==> src/rtl/if_stage_if.sv <==
// Instruction-memory read bus between the fetch stage (master) and a
// synchronous instruction memory (slave) with a 1-cycle read latency.
interface if_stage_if #(
  parameter int unsigned PC_WIDTH = 32
);
  logic [PC_WIDTH-1:0] imem_addr;
  logic                imem_rdEn;
  logic [31:0]         imem_rdata;

  modport master (output imem_addr, output imem_rdEn, input imem_rdata);
  modport slave  (input imem_addr, input imem_rdEn, output imem_rdata);
endinterface

==> src/rtl/if_stage.sv <==
// Instruction-fetch stage with IF/ID pipeline register, hazard stall and taken-branch redirect.
// Optional IF_PERF_CNT_EN adds saturating fetch/stall/flush performance counters.
module if_stage #(
  parameter int unsigned         PC_WIDTH = 32,
  parameter logic [PC_WIDTH-1:0] RESET_PC = '0,
  parameter logic [31:0]         NOP_INST = 32'hF000_0000
) (
  input  logic                clk,
  input  logic                reset,
  if_stage_if.master          imem,
  input  logic                stall,
  input  logic                branch_taken,
  input  logic [15:0]         branch_target,
  output logic [31:0]         IF_ID_inst,
  output logic [PC_WIDTH-1:0] IF_ID_pc,
  output logic                IF_ID_valid
`ifdef IF_PERF_CNT_EN
  ,
  output logic [31:0]         perf_fetch_cnt,
  output logic [31:0]         perf_stall_cnt,
  output logic [31:0]         perf_flush_cnt
`endif
);

  typedef enum logic [1:0] {BOOT, RUN, HOLD} state_t;

  localparam logic [PC_WIDTH-1:0] PC_STEP = PC_WIDTH'(4);

  state_t              state_q, state_d;
  logic [PC_WIDTH-1:0] pc_q, pc_d;
  logic [PC_WIDTH-1:0] rsp_pc_q, rsp_pc_d;
  logic [31:0]         hold_inst_q, hold_inst_d;
  logic [PC_WIDTH-1:0] hold_pc_q, hold_pc_d;
  logic [31:0]         inst_d;
  logic [PC_WIDTH-1:0] ifid_pc_d;
  logic                valid_d;
  logic                rd_en;
  logic [PC_WIDTH-1:0] addr;
  logic                redirect;
  logic [PC_WIDTH-1:0] target;

  // Branch immediate is a byte address; force word alignment before use.
  assign target = PC_WIDTH'({branch_target[15:2], 2'b00});

  assign imem.imem_addr = addr;
  assign imem.imem_rdEn = rd_en;

  always_comb begin
    state_d     = state_q;
    pc_d        = pc_q;
    rsp_pc_d    = rsp_pc_q;
    hold_inst_d = hold_inst_q;
    hold_pc_d   = hold_pc_q;
    inst_d      = IF_ID_inst;
    ifid_pc_d   = IF_ID_pc;
    valid_d     = IF_ID_valid;
    rd_en       = 1'b0;
    addr        = pc_q;
    redirect    = 1'b0;

    unique case (state_q)
      BOOT: begin
        rd_en    = 1'b1;
        rsp_pc_d = pc_q;
        pc_d     = pc_q + PC_STEP;
        state_d  = RUN;
      end
      RUN: begin
        if (stall) begin
          // Park the response already in flight so it is not lost.
          hold_inst_d = imem.imem_rdata;
          hold_pc_d   = rsp_pc_q;
          state_d     = HOLD;
        end else if (branch_taken) begin
          redirect = 1'b1;
        end else begin
          rd_en     = 1'b1;
          inst_d    = imem.imem_rdata;
          ifid_pc_d = rsp_pc_q;
          valid_d   = 1'b1;
          rsp_pc_d  = pc_q;
          pc_d      = pc_q + PC_STEP;
        end
      end
      HOLD: begin
        if (!stall) begin
          if (branch_taken) begin
            redirect = 1'b1;
          end else begin
            rd_en       = 1'b1;
            inst_d      = hold_inst_q;
            ifid_pc_d   = hold_pc_q;
            valid_d     = 1'b1;
            rsp_pc_d    = pc_q;
            pc_d        = pc_q + PC_STEP;
            hold_inst_d = NOP_INST;
            hold_pc_d   = '0;
            state_d     = RUN;
          end
        end
      end
      default: state_d = BOOT;
    endcase

    // Redirect squashes the wrong-path slot and restarts fetch at the target.
    if (redirect) begin
      rd_en       = 1'b1;
      addr        = target;
      rsp_pc_d    = target;
      pc_d        = target + PC_STEP;
      inst_d      = NOP_INST;
      ifid_pc_d   = '0;
      valid_d     = 1'b0;
      hold_inst_d = NOP_INST;
      hold_pc_d   = '0;
      state_d     = RUN;
    end
  end

  always_ff @(posedge clk) begin
    if (reset) begin
      state_q     <= BOOT;
      pc_q        <= RESET_PC;
      rsp_pc_q    <= '0;
      hold_inst_q <= NOP_INST;
      hold_pc_q   <= '0;
      IF_ID_inst  <= NOP_INST;
      IF_ID_pc    <= '0;
      IF_ID_valid <= 1'b0;
    end else begin
      state_q     <= state_d;
      pc_q        <= pc_d;
      rsp_pc_q    <= rsp_pc_d;
      hold_inst_q <= hold_inst_d;
      hold_pc_q   <= hold_pc_d;
      IF_ID_inst  <= inst_d;
      IF_ID_pc    <= ifid_pc_d;
      IF_ID_valid <= valid_d;
    end
  end

`ifdef IF_PERF_CNT_EN
  logic fetch_ld;
  logic stall_cyc;

  assign fetch_ld  = (state_q != BOOT) && !stall && !branch_taken;
  assign stall_cyc = (state_q != BOOT) && stall;

  // Saturating event counters.
  always_ff @(posedge clk) begin
    if (reset) begin
      perf_fetch_cnt <= '0;
      perf_stall_cnt <= '0;
      perf_flush_cnt <= '0;
    end else begin
      if (fetch_ld && (perf_fetch_cnt != '1))  perf_fetch_cnt <= perf_fetch_cnt + 32'd1;
      if (stall_cyc && (perf_stall_cnt != '1)) perf_stall_cnt <= perf_stall_cnt + 32'd1;
      if (redirect && (perf_flush_cnt != '1))  perf_flush_cnt <= perf_flush_cnt + 32'd1;
    end
  end
`endif

endmodule

==> src/flat_wrapper.sv <==
// flat-port wrapper written by rule: the top's interface ports become plain ports
module if_stage_flat 
#(
  parameter int unsigned         PC_WIDTH = 32,
  parameter logic [PC_WIDTH-1:0] RESET_PC = '0,
  parameter logic [31:0]         NOP_INST = 32'hF000_0000
)
  (clk, reset, stall, branch_taken, branch_target, IF_ID_inst, IF_ID_pc, IF_ID_valid, imem_imem_addr, imem_imem_rdEn, imem_imem_rdata);
  if_stage_if #(.PC_WIDTH(PC_WIDTH)) imem_i ();
  input  logic clk;
  input  logic reset;
  input  logic stall;
  input  logic branch_taken;
  input  logic [15:0] branch_target;
  output logic [31:0] IF_ID_inst;
  output logic [PC_WIDTH-1:0] IF_ID_pc;
  output logic IF_ID_valid;
  output wire logic [$bits(imem_i.imem_addr)-1:0] imem_imem_addr;
  output wire logic [$bits(imem_i.imem_rdEn)-1:0] imem_imem_rdEn;
  input wire logic [$bits(imem_i.imem_rdata)-1:0] imem_imem_rdata;
  assign imem_imem_addr = imem_i.imem_addr;
  assign imem_imem_rdEn = imem_i.imem_rdEn;
  assign imem_i.imem_rdata = imem_imem_rdata;
  if_stage #(.PC_WIDTH(PC_WIDTH), .RESET_PC(RESET_PC), .NOP_INST(NOP_INST)) u_core (.clk(clk), .reset(reset), .imem(imem_i), .stall(stall), .branch_taken(branch_taken), .branch_target(branch_target), .IF_ID_inst(IF_ID_inst), .IF_ID_pc(IF_ID_pc), .IF_ID_valid(IF_ID_valid));
endmodule
==> config.mk <==
export PLATFORM = sky130hd
export DESIGN_NAME = if_stage_flat
export DESIGN_NICKNAME = d
export VERILOG_FILES = /design/src/rtl/if_stage_if.sv /design/src/rtl/if_stage.sv /design/src/flat_wrapper.sv
export SDC_FILE = /design/constraint.sdc
export NUM_CORES = 1
export LEC_CHECK = 0
export ABC_AREA = 1
export BUFFER_PORTS_ARGS = -buffer_cell sky130_fd_sc_hd__buf_2
export CORE_ASPECT_RATIO = 0.75
export CORE_MARGIN = 3
export CORE_UTILIZATION = 44
export CTS_BUF_LIST = sky130_fd_sc_hd__clkbuf_8
export CTS_CLUSTER_SIZE = 20
export DETAILED_ROUTE_END_ITERATION = 6
export PLACE_DENSITY = 0.63
export SLEW_MARGIN = 20
export SYNTH_ARGS = -nofsm -noshare
export SYNTH_HDL_FRONTEND = slang
export SYNTH_SLANG_ARGS = --single-unit
==> constraint.sdc <==
create_clock -name clk -period 5.46 [get_ports clk]
set_clock_uncertainty 0.05 [all_clocks]
set_input_delay 0.546 -clock clk [delete_from_list [all_inputs] [get_ports clk]]
set_output_delay 0.546 -clock clk [all_outputs]
set_load 0.1 [all_outputs]
* Word level (Yosys, flattened, before mapping) *
Index checks and enable logic that the tools add are counted.

storage, ports and cells
  memory bits (read-only) = 0
  bits in latches = 0
  bits in writable memories = 0
  word-level logic and storage cells = 80
  output and inout bits = 98
  memories kept = 0
  input port bits = 52
  flip-flop bits (word level) = 195

cells by class
  bitwise operators = 2
  multiply operators = 0
  reductions and logical operators = 13
  multiplexer cells = 39
  equal/unequal tests = 14
  add/subtract/negate cells = 2
  $lt $le $gt $ge = 0
  shifts and indexed selects = 0
  div/mod/pow operators = 0

operator list
  operator                 count
  $mux W32                 20
  $pmux W32 S2             6
  $add A32 B3 Y32 const B  1
  $add A16 B3 Y17 const B  1
  $mux W16                 1
  $ne A3 B2 Y1 const B     5
  $reduce_and A3 Y1        5
  $ne A2 B2 Y1 const B     7
  $mux W1                  7
  $mux W2                  3
  $pmux W2 S3              1
  $reduce_and A5 Y1        1
  $reduce_and A4 Y1        1
  $reduce_bool A2 Y1       2
  $reduce_or A2 Y1         2
  $reduce_bool A3 Y1       1
  $eq A2 B1 Y1 const B     1
  $eq A2 B2 Y1 const B     1
  $logic_not A2 Y1         1
  $not A1 Y1               2
  $pmux W1 S2              1

* Depth between registers and ports, before layout *
Gate-level depths: netlist of run 1.

  word-level depth = 5
  mapped depth = 11
  mapped depth without buffers = 10

* Worst setup path after synthesis of run 1 *
No wires, ideal clock.

  path kind = register -> output
  start point = reg u_core.state_q[0]
  end point = out imem_imem_addr[9]
  stages on the path, launching flop included = 8
  data required time = 4.864 ns
  arrival time = 3.350 ns
  slack = 1.514 ns
  buffers on the path = 1
  path through = dfxtp_1 inv_1 ha_1 nand2_1 nor2_4 inv_2 buf_6 o21ai_0

on the way
  word-level cells in the longest chain between the ends = 4
  elaborated cells on any way between the ends = 5
  classes of those cells = eq/ne (2); mux (2); reduce/logical (1)

ends and longest elaborated chain
  item                                                 RTL line            RTL
  start, declared                                      if_stage.sv:29      state_t state_q, state_d;
  start signal, assigned                               if_stage.sv:131     state_q <= state_d;
  $eq A2 B1 Y1 / $eq A2 B2 Y1 (equally long branches)  if_stage.sv:61      unique case (state_q)
  $reduce_or A2 Y1 (no source line) (*)                --
  $mux W1 (*)                                          --
  $mux W32 (*)                                         if_stage.sv:106     if (redirect) begin
  end, declared                                        flat_wrapper.sv:18  output wire logic [$bits(imem_i.imem_addr)-1:0] imem_imem_addr;

Every way passes the cells marked *; elsewhere a longest branch is shown, timed or not.

* Worst setup path in the final report of run 1 *
  start point = reg u_core.state_q[0]
  end point = out imem_imem_addr[12]

The elaborated chain is that of the path after synthesis.

==> impl_metrics.toml, run 1 <==
[run_status]
status = "finished clean"

[synthesis]
synthMuxAreaShare_pct = 0
yosys_warnings = 0
synth-async-reset-ratio_pct = 0
synth_commonest_cells = "nand2_1 (224), dfxtp_1 (189), o21ai_0 (176)"
synth_top_family_by_area = "compound AO/OA/AOI/OAI gates"
synth_most_common_cell = "nand2_1"
yosysSeqAreaShare_pct = 45.5
synth_xor_area_share_pct = 0.947
ys_seq_elements = 189
synth_edf_count = 0
synthSimpleGateAreaFrac_pct = 20.5
synth_area_um2 = 8320
ys.flop_type = "dfxtp_1"
synth_fa_ha_area_share_pct = 1.20
post_synth_num_cell_types = 34
syn_inst = 1151
yosysTopAreaCellShare_pct = 45.5
synth_area_leader_cell = "dfxtp_1"
synth-compound-area-share_pct = 23.2
avgSynthCellArea_um2 = 7.23
synth.area.top_cells = "dfxtp_1 (45%), o21ai_0 (11%), nand2_1 (10%)"

[grt]
gr-usage-met1_pct = 32.0
grt_pass1_vias = 7111
grt_pass1_wl_um = 35900
antenna_found_initial = 0
grt.total_usage_pct = 21.1
grt_overflow = 0
use_met3_pct = 3.17
grt_max_degree = 137
top_usage_layer = "met1"
globalRouteMet2Util_pct = 31.3

[route]
wirelength_um = 22100
postRouteAntennaNets = 0
vias = 8013
route.detailed.drc = 0
wl_per_cell_um = 14.7
drtPass1Iterations = 5
vias_per_cell = 5.32
drt_first_iter_violations = 838

[clocking]
holdBufCountCts = 0
cts_tree = "built"
cts_resized = 0
clockBufferDepth = 2
clkTransAtPathRegs_ns = 0.10
htree_levels = 4
root_buffer = "clkbuf_8"
cts_sinks = 189
numCtsBuffers = 17
cts_setup_buffers = 0
clock_latency_ns = 0.47

[placed_design]
pre_cts_slack_ns = 2.22
io_buffers = 145
place_inst = 1474
dp_hpwl_um = 14700
gp_congestion = 0.896

[critical_path]
worstSetupEndpoint = "imem_imem_addr[12]"
cp.arrival_ns = 2.88
r2r_start = "u_core.state_q[0]"
r2r_slack_ns = 2.22
critPathMaxFanout = 49
worst-setup-path-type = "reg -> out"
required_ns = 4.86
startpoint = "u_core.state_q[0]"
startpoint_type = "flip-flop"
endpoint_kind = "primary output"
reg2reg_depth = 7
rr_endpoint = "u_core.IF_ID_pc[26]"

[sta]
min_period_ns = 3.48
finalHoldViolations = 0
max_freq_ghz = 0.287
tightest_slew_ns = 1.06
period_share_pct = 63.7
rsz0062_at_grt = "false"
finalMaxSlewViolations = 0
fin_tns_setup_ns = 0
worst_slack_ns = 1.98
relSlewSlack_pct = 29.6
final-setup-viol-count = 0

[worst_hold_path]
worstHoldStart = "imem_imem_rdata[15]"
min_path_type = "in -> reg"

[run]
cap_violations = 0

[cells_and_area]
fin_cells = 1506
area_growth_pct = 13.8
post-route-util_pct = 52.4
drive_above_1_share_pct = 15.8
final_nets = 1311
antenna_cells = 0
ff_latch_area_um2 = 3780
multi_input_area_um2 = 3830
num-fill-cells = 1863

[floorplanning]
start_util_pct = 46.0
num_rows = 42
core_area_um2 = 18100
io_pins = 150
die_area_um2 = 20600
die_w_um = 165
die_height_um = 125

[power]
p_total_uw = 5670
p_leak_uw = 0.00407
max-vdd-ir-drop_uv = 310
pwr_density_cell_nw_per_um2 = 599
[routing by layer]
| metal | vias up | routed length (µm) |
|---|---|---|
| met3 | 15 | 1280 |
| li1 | 4072 | - |
| met4 | 0 | 238 |
| met5 | - | 0 |
| met1 | 3706 | 11200 |
| met2 | 220 | 9390 |
[logic make-up after synthesis]
kind of cell	Yosys count
adder cells (fa/ha/maj)	8
flip-flops	189
buffers and inverters	168
other	1
AND/OR/NAND/NOR	415
AO/OA/AOI/OAI	361
XOR/XNOR	9
[cells in the final DEF, fill, tap and decap left out, types with 2 or more instances in the layout]
cell type	synthesis	routed
clkbuf_8	0	17
o211ai_1	7	7
o31ai_1	3	3
and3_1	2	2
a211oi_1	6	6
nand3_1	51	51
inv_6	0	4
conb_1	1	2
o21ai_0	176	176
nor2_1	105	105
buf_4	7	10
inv_2	5	5
nand4_1	11	11
clkinv_4	0	2
clkinvlp_4	0	4
nor3_1	13	13
buf_2	33	145
a31oi_1	58	58
nand2_1	224	224
ha_1	8	7
dfxtp_1	189	189
nor2_4	2	2
o21ai_1	9	9
a21oi_1	98	98
xor2_1	9	9
inv_1	87	88
and2_1	2	2
bufinv_16	0	2
o21ai_2	2	2
[worst min-delay path by stage]
stage / to / cells past startpoint
final: u_core.hold_inst_q[15] / 3
after global routing: u_core.hold_inst_q[20] / 3
after CTS: u_core.hold_inst_q[15] / 3
after detailed placement: u_core.hold_pc_q[1] / 2
after global placement: u_core.hold_pc_q[1] / 2
after floorplan: u_core.hold_pc_q[1] / 2
[worst max-delay path, cell delays in order, from the launching register on]
cell	delay (ns)
dfxtp_1	0.45
inv_1	0.11
ha_1	0.33
nand2_1	0.12
nor2_4	0.13
buf_4	0.45
nand2_1	0.14
o21ai_0	0.18
buf_2	0.50
[power breakdown]
part           leakage, µW  total, µW  internal [µW]  switching [µW]
Combinational      0.00234       2670            534            2140
Sequential         0.00154       2050           1820             239
Clock             0.000193        947            415             532
Total              0.00407       5670           2760            2910
[registers in the layout, summed over array words and instances, names as in the netlist]
name and flops:
u_core.IF_ID_inst 32, u_core.hold_inst_q 32, u_core.IF_ID_pc 31, u_core.hold_pc_q 31
u_core.pc_q 30, u_core.rsp_pc_q 30, u_core.state_q 2, u_core.IF_ID_valid 1
[final cells by class]
class,count,area share (%)
multi-input combinational,795,40.4
sequential,189,40.0
timing repair buffer,156,8.57
inverter,92,3.65
tap,242,3.20
clock buffer,17,2.47
clock inverter,15,1.72
[through the flow]
step           hold slack (ns)  area, µm²
2_1_floorplan            0.368       8320
3_3_place_gp             0.378       9070
3_5_place_dp             0.386       9070
4_1_cts                  0.280       9470
5_1_grt                  0.296       9470
6_report                 0.308       9470
(Power assumes the default switching activity.)
==> run 2: changes to the inputs <==
--- a/config.mk
+++ b/config.mk
@@ -5,7 +5,7 @@
 export SDC_FILE = /design/constraint.sdc
 export NUM_CORES = 1
 export LEC_CHECK = 0
-export ABC_AREA = 1
+export ABC_AREA = 0
 export BUFFER_PORTS_ARGS = -buffer_cell sky130_fd_sc_hd__buf_2
 export CORE_ASPECT_RATIO = 0.75
 export CORE_MARGIN = 3
@@ -13,7 +13,7 @@
 export CTS_BUF_LIST = sky130_fd_sc_hd__clkbuf_8
 export CTS_CLUSTER_SIZE = 20
 export DETAILED_ROUTE_END_ITERATION = 6
-export PLACE_DENSITY = 0.63
+export PLACE_DENSITY = 0.66
 export SLEW_MARGIN = 20
 export SYNTH_ARGS = -nofsm -noshare
 export SYNTH_HDL_FRONTEND = slang
==> constraint.sdc (replaced) <==
create_clock -name clk -period 3.05 [get_ports clk]
set_clock_uncertainty 0.05 [all_clocks]
set_input_delay 0.305 -clock clk [delete_from_list [all_inputs] [get_ports clk]]
set_output_delay 0.305 -clock clk [all_outputs]
set_load 0.1 [all_outputs]
==> impl_metrics.toml, run 2 <==
[sta]
fin_tns_setup_ns = 0
finalMaxSlewViolations = 0
relSlewSlack_pct = 45.0
max_freq_ghz = 0.349
min_period_ns = 2.87
period_share_pct = 94.0
final-setup-viol-count = 0
tightest_slew_ns = 0.818
finalHoldViolations = 0
whs_ns = 0.0541
rsz0062_at_grt = "false"

[synthesis]
ys_seq_elements = 189
yosys_warnings = 0
avgSynthCellArea_um2 = 8.62
synth_area_leader_cell = "dfxtp_1"
synth_edf_count = 0
synth_area_um2 = 8530
synth_most_common_cell = "dfxtp_1"
synth-async-reset-ratio_pct = 0
yosysTopAreaCellShare_pct = 44.3
synth_commonest_cells = "dfxtp_1 (189), nor2_1 (128), nand2_1 (119)"
synth.area.top_cells = "dfxtp_1 (44%), mux2i_1 (9.3%), nor2_1 (5.6%)"
post_synth_num_cell_types = 49
ys.flop_type = "dfxtp_1"
syn_inst = 990
yosysSeqAreaShare_pct = 44.3

[floorplanning]
die_area_um2 = 21100
num_rows = 43
die_w_um = 167
io_pins = 150
start_util_pct = 45.4
die_height_um = 127
core_area_um2 = 18800

[cells_and_area]
antenna_cells = 0
drive_above_1_share_pct = 19.7
final_cell_mix = "dfxtp_1 (189), buf_2 (139), nor2_1 (126)"
final_nets = 1156
area_growth_pct = 16.8
num-fill-cells = 1816
fin_area_um2 = 9960
top_regs = "u_core.IF_ID_inst (32), u_core.hold_inst_q (32)"
final_common_cell = "dfxtp_1"

[critical_path]
critPathMaxStageDelay_ns = 0.45
reg2reg_depth = 7
worstSetupEndpoint = "imem_imem_addr[8]"
crit_path_cell_trace = "inv_1, ha_2, nand3b_1, buf_12, mux2_2, buf_2"
cp.depth = 6
r2r_start = "u_core.state_q[0]"
required_ns = 2.69
rr_endpoint = "u_core.pc_q[31]"
cp.arrival_ns = 2.51
cpLargestDelayFamily = "buffers and inverters"
cp_slowest_cell = "dfxtp_1"
startpoint = "u_core.state_q[0]"
critPathMaxFanout = 44
path_buf_inv = 3
endpoint_kind = "primary output"
r2r_slack_ns = 0.62
startpoint_type = "flip-flop"
worst-setup-path-type = "reg -> out"

[route]
route.detailed.drc = 0
wirelength_um = 20900
postRouteAntennaNets = 0
vias = 7226
wl_per_cell_um = 15.4
vias_per_cell = 5.33
drt_first_iter_violations = 541
drtPass1Iterations = 5

[clocking]
cts_resized = 0
clkTransAtPathRegs_ns = 0.10
htree_levels = 4
cts_tree = "built"
root_buffer = "clkbuf_8"
holdBufCountCts = 0
clock_latency_ns = 0.46
clockBufferDepth = 2
numCtsBuffers = 17
cts_sinks = 189
cts_setup_buffers = 0

[placed_design]
io_buffers = 145
dpl_cell_area_um2 = 9530
dp_hpwl_um = 14100
gp_congestion = 0.853

[power]
p_comb_share_pct = 47.1
p_leak_uw = 0.00376
max-vdd-ir-drop_uv = 457
p_int_uw = 4700
switchingPower_uw = 4360
seqPwrFrac_pct = 33.5
clkPwrFrac_pct = 19.4
pwr_density_cell_nw_per_um2 = 909
p_total_uw = 9060
switching_share_pct = 48.1

[grt]
grt.total_usage_pct = 19.9
antenna_found_initial = 0
grt_max_degree = 89
grt_pass1_vias = 6606
grt_pass1_wl_um = 34700
grt_overflow = 0

[worst_hold_path]
worstHoldStart = "imem_imem_rdata[18]"
min_path_type = "in -> reg"

[run_status]
status = "finished clean"

[run]
cap_violations = 0
## run 2: changes by cell type after synthesis, sizes merged, moves of 54 or more
cell    previous run  this run
mux2i              0        79
nand2            225       119
a211oi             6        60
nand3b             1        60
inv               92         9
o21ai            187        19
## run 2: layer usage
metal  up-vias  global-route usage, %  wire, µm
met3        21                   3.93       948
met2       162                   28.7      8730
met5         -                      0         0
met1      3337                   29.9     11000
li1       3706                      -         -
met4         0                   5.97       284
## run 2: layout make-up
class                           count  area [µm²]  area share (%)
Inverter                            9        33.8           0.339
Tap cell                          247         309            3.10
Sequential cell                   189        3780            38.0
Timing Repair Buffer              163         963            9.67
Clock buffer                       17         234            2.35
Clock inverter                     15         188            1.88
Multi-Input combinational cell    716        4450            44.7
## run 2: worst register-to-register path: stages (launching register included)
cell,delay (ns)
dfxtp_1,0.45
inv_1,0.13
ha_2,0.37
a21o_1,0.23
nor4_4,0.49
nand3_4,0.16
or3_1,0.37
a21oi_1,0.14
## run 2: how the worst min path moves through the flow
stage / to / slack, ns / depth (start not counted)
4_1_cts: u_core.hold_inst_q[18] / 0.02 / 3
3_5_place_dp: u_core.hold_pc_q[30] / 0.39 / 2
2_1_floorplan: u_core.hold_inst_q[0] / 0.38 / 2
5_1_grt: u_core.hold_inst_q[18] / 0.02 / 3
6_report: u_core.hold_inst_q[18] / 0.05 / 3
3_3_place_gp: u_core.hold_pc_q[8] / 0.39 / 2
## run 2: kinds of logic after synthesis
family | synth area share, %
other cells | 0.0439
xor+xnor | 2.36
simple gates | 22.7
flops | 44.3
buf+inv | 4.22
compound gates | 14.4
mux | 10.7
fa+ha+maj | 1.17
## run 2: metrics by stage
step                      worst slack, ns  instances  util, %
final                               0.182       1356     53.1
after global routing               0.0104       1356     53.1
after CTS                          0.0476       1356     53.0
after detailed placement            0.557       1324     50.8
after global placement              0.595       1324     50.8
after floorplan                     0.186        991        -
## run 2: power groups by stage
stage,Sequential (µW),Clock [µW],Combinational [µW]
final,3030,1760,4270
after CTS,3030,1810,4270
after floorplan,4130,0,2360
after detailed placement,3090,0,4250
after global placement,3080,0,4240
after global routing,3080,1910,4560
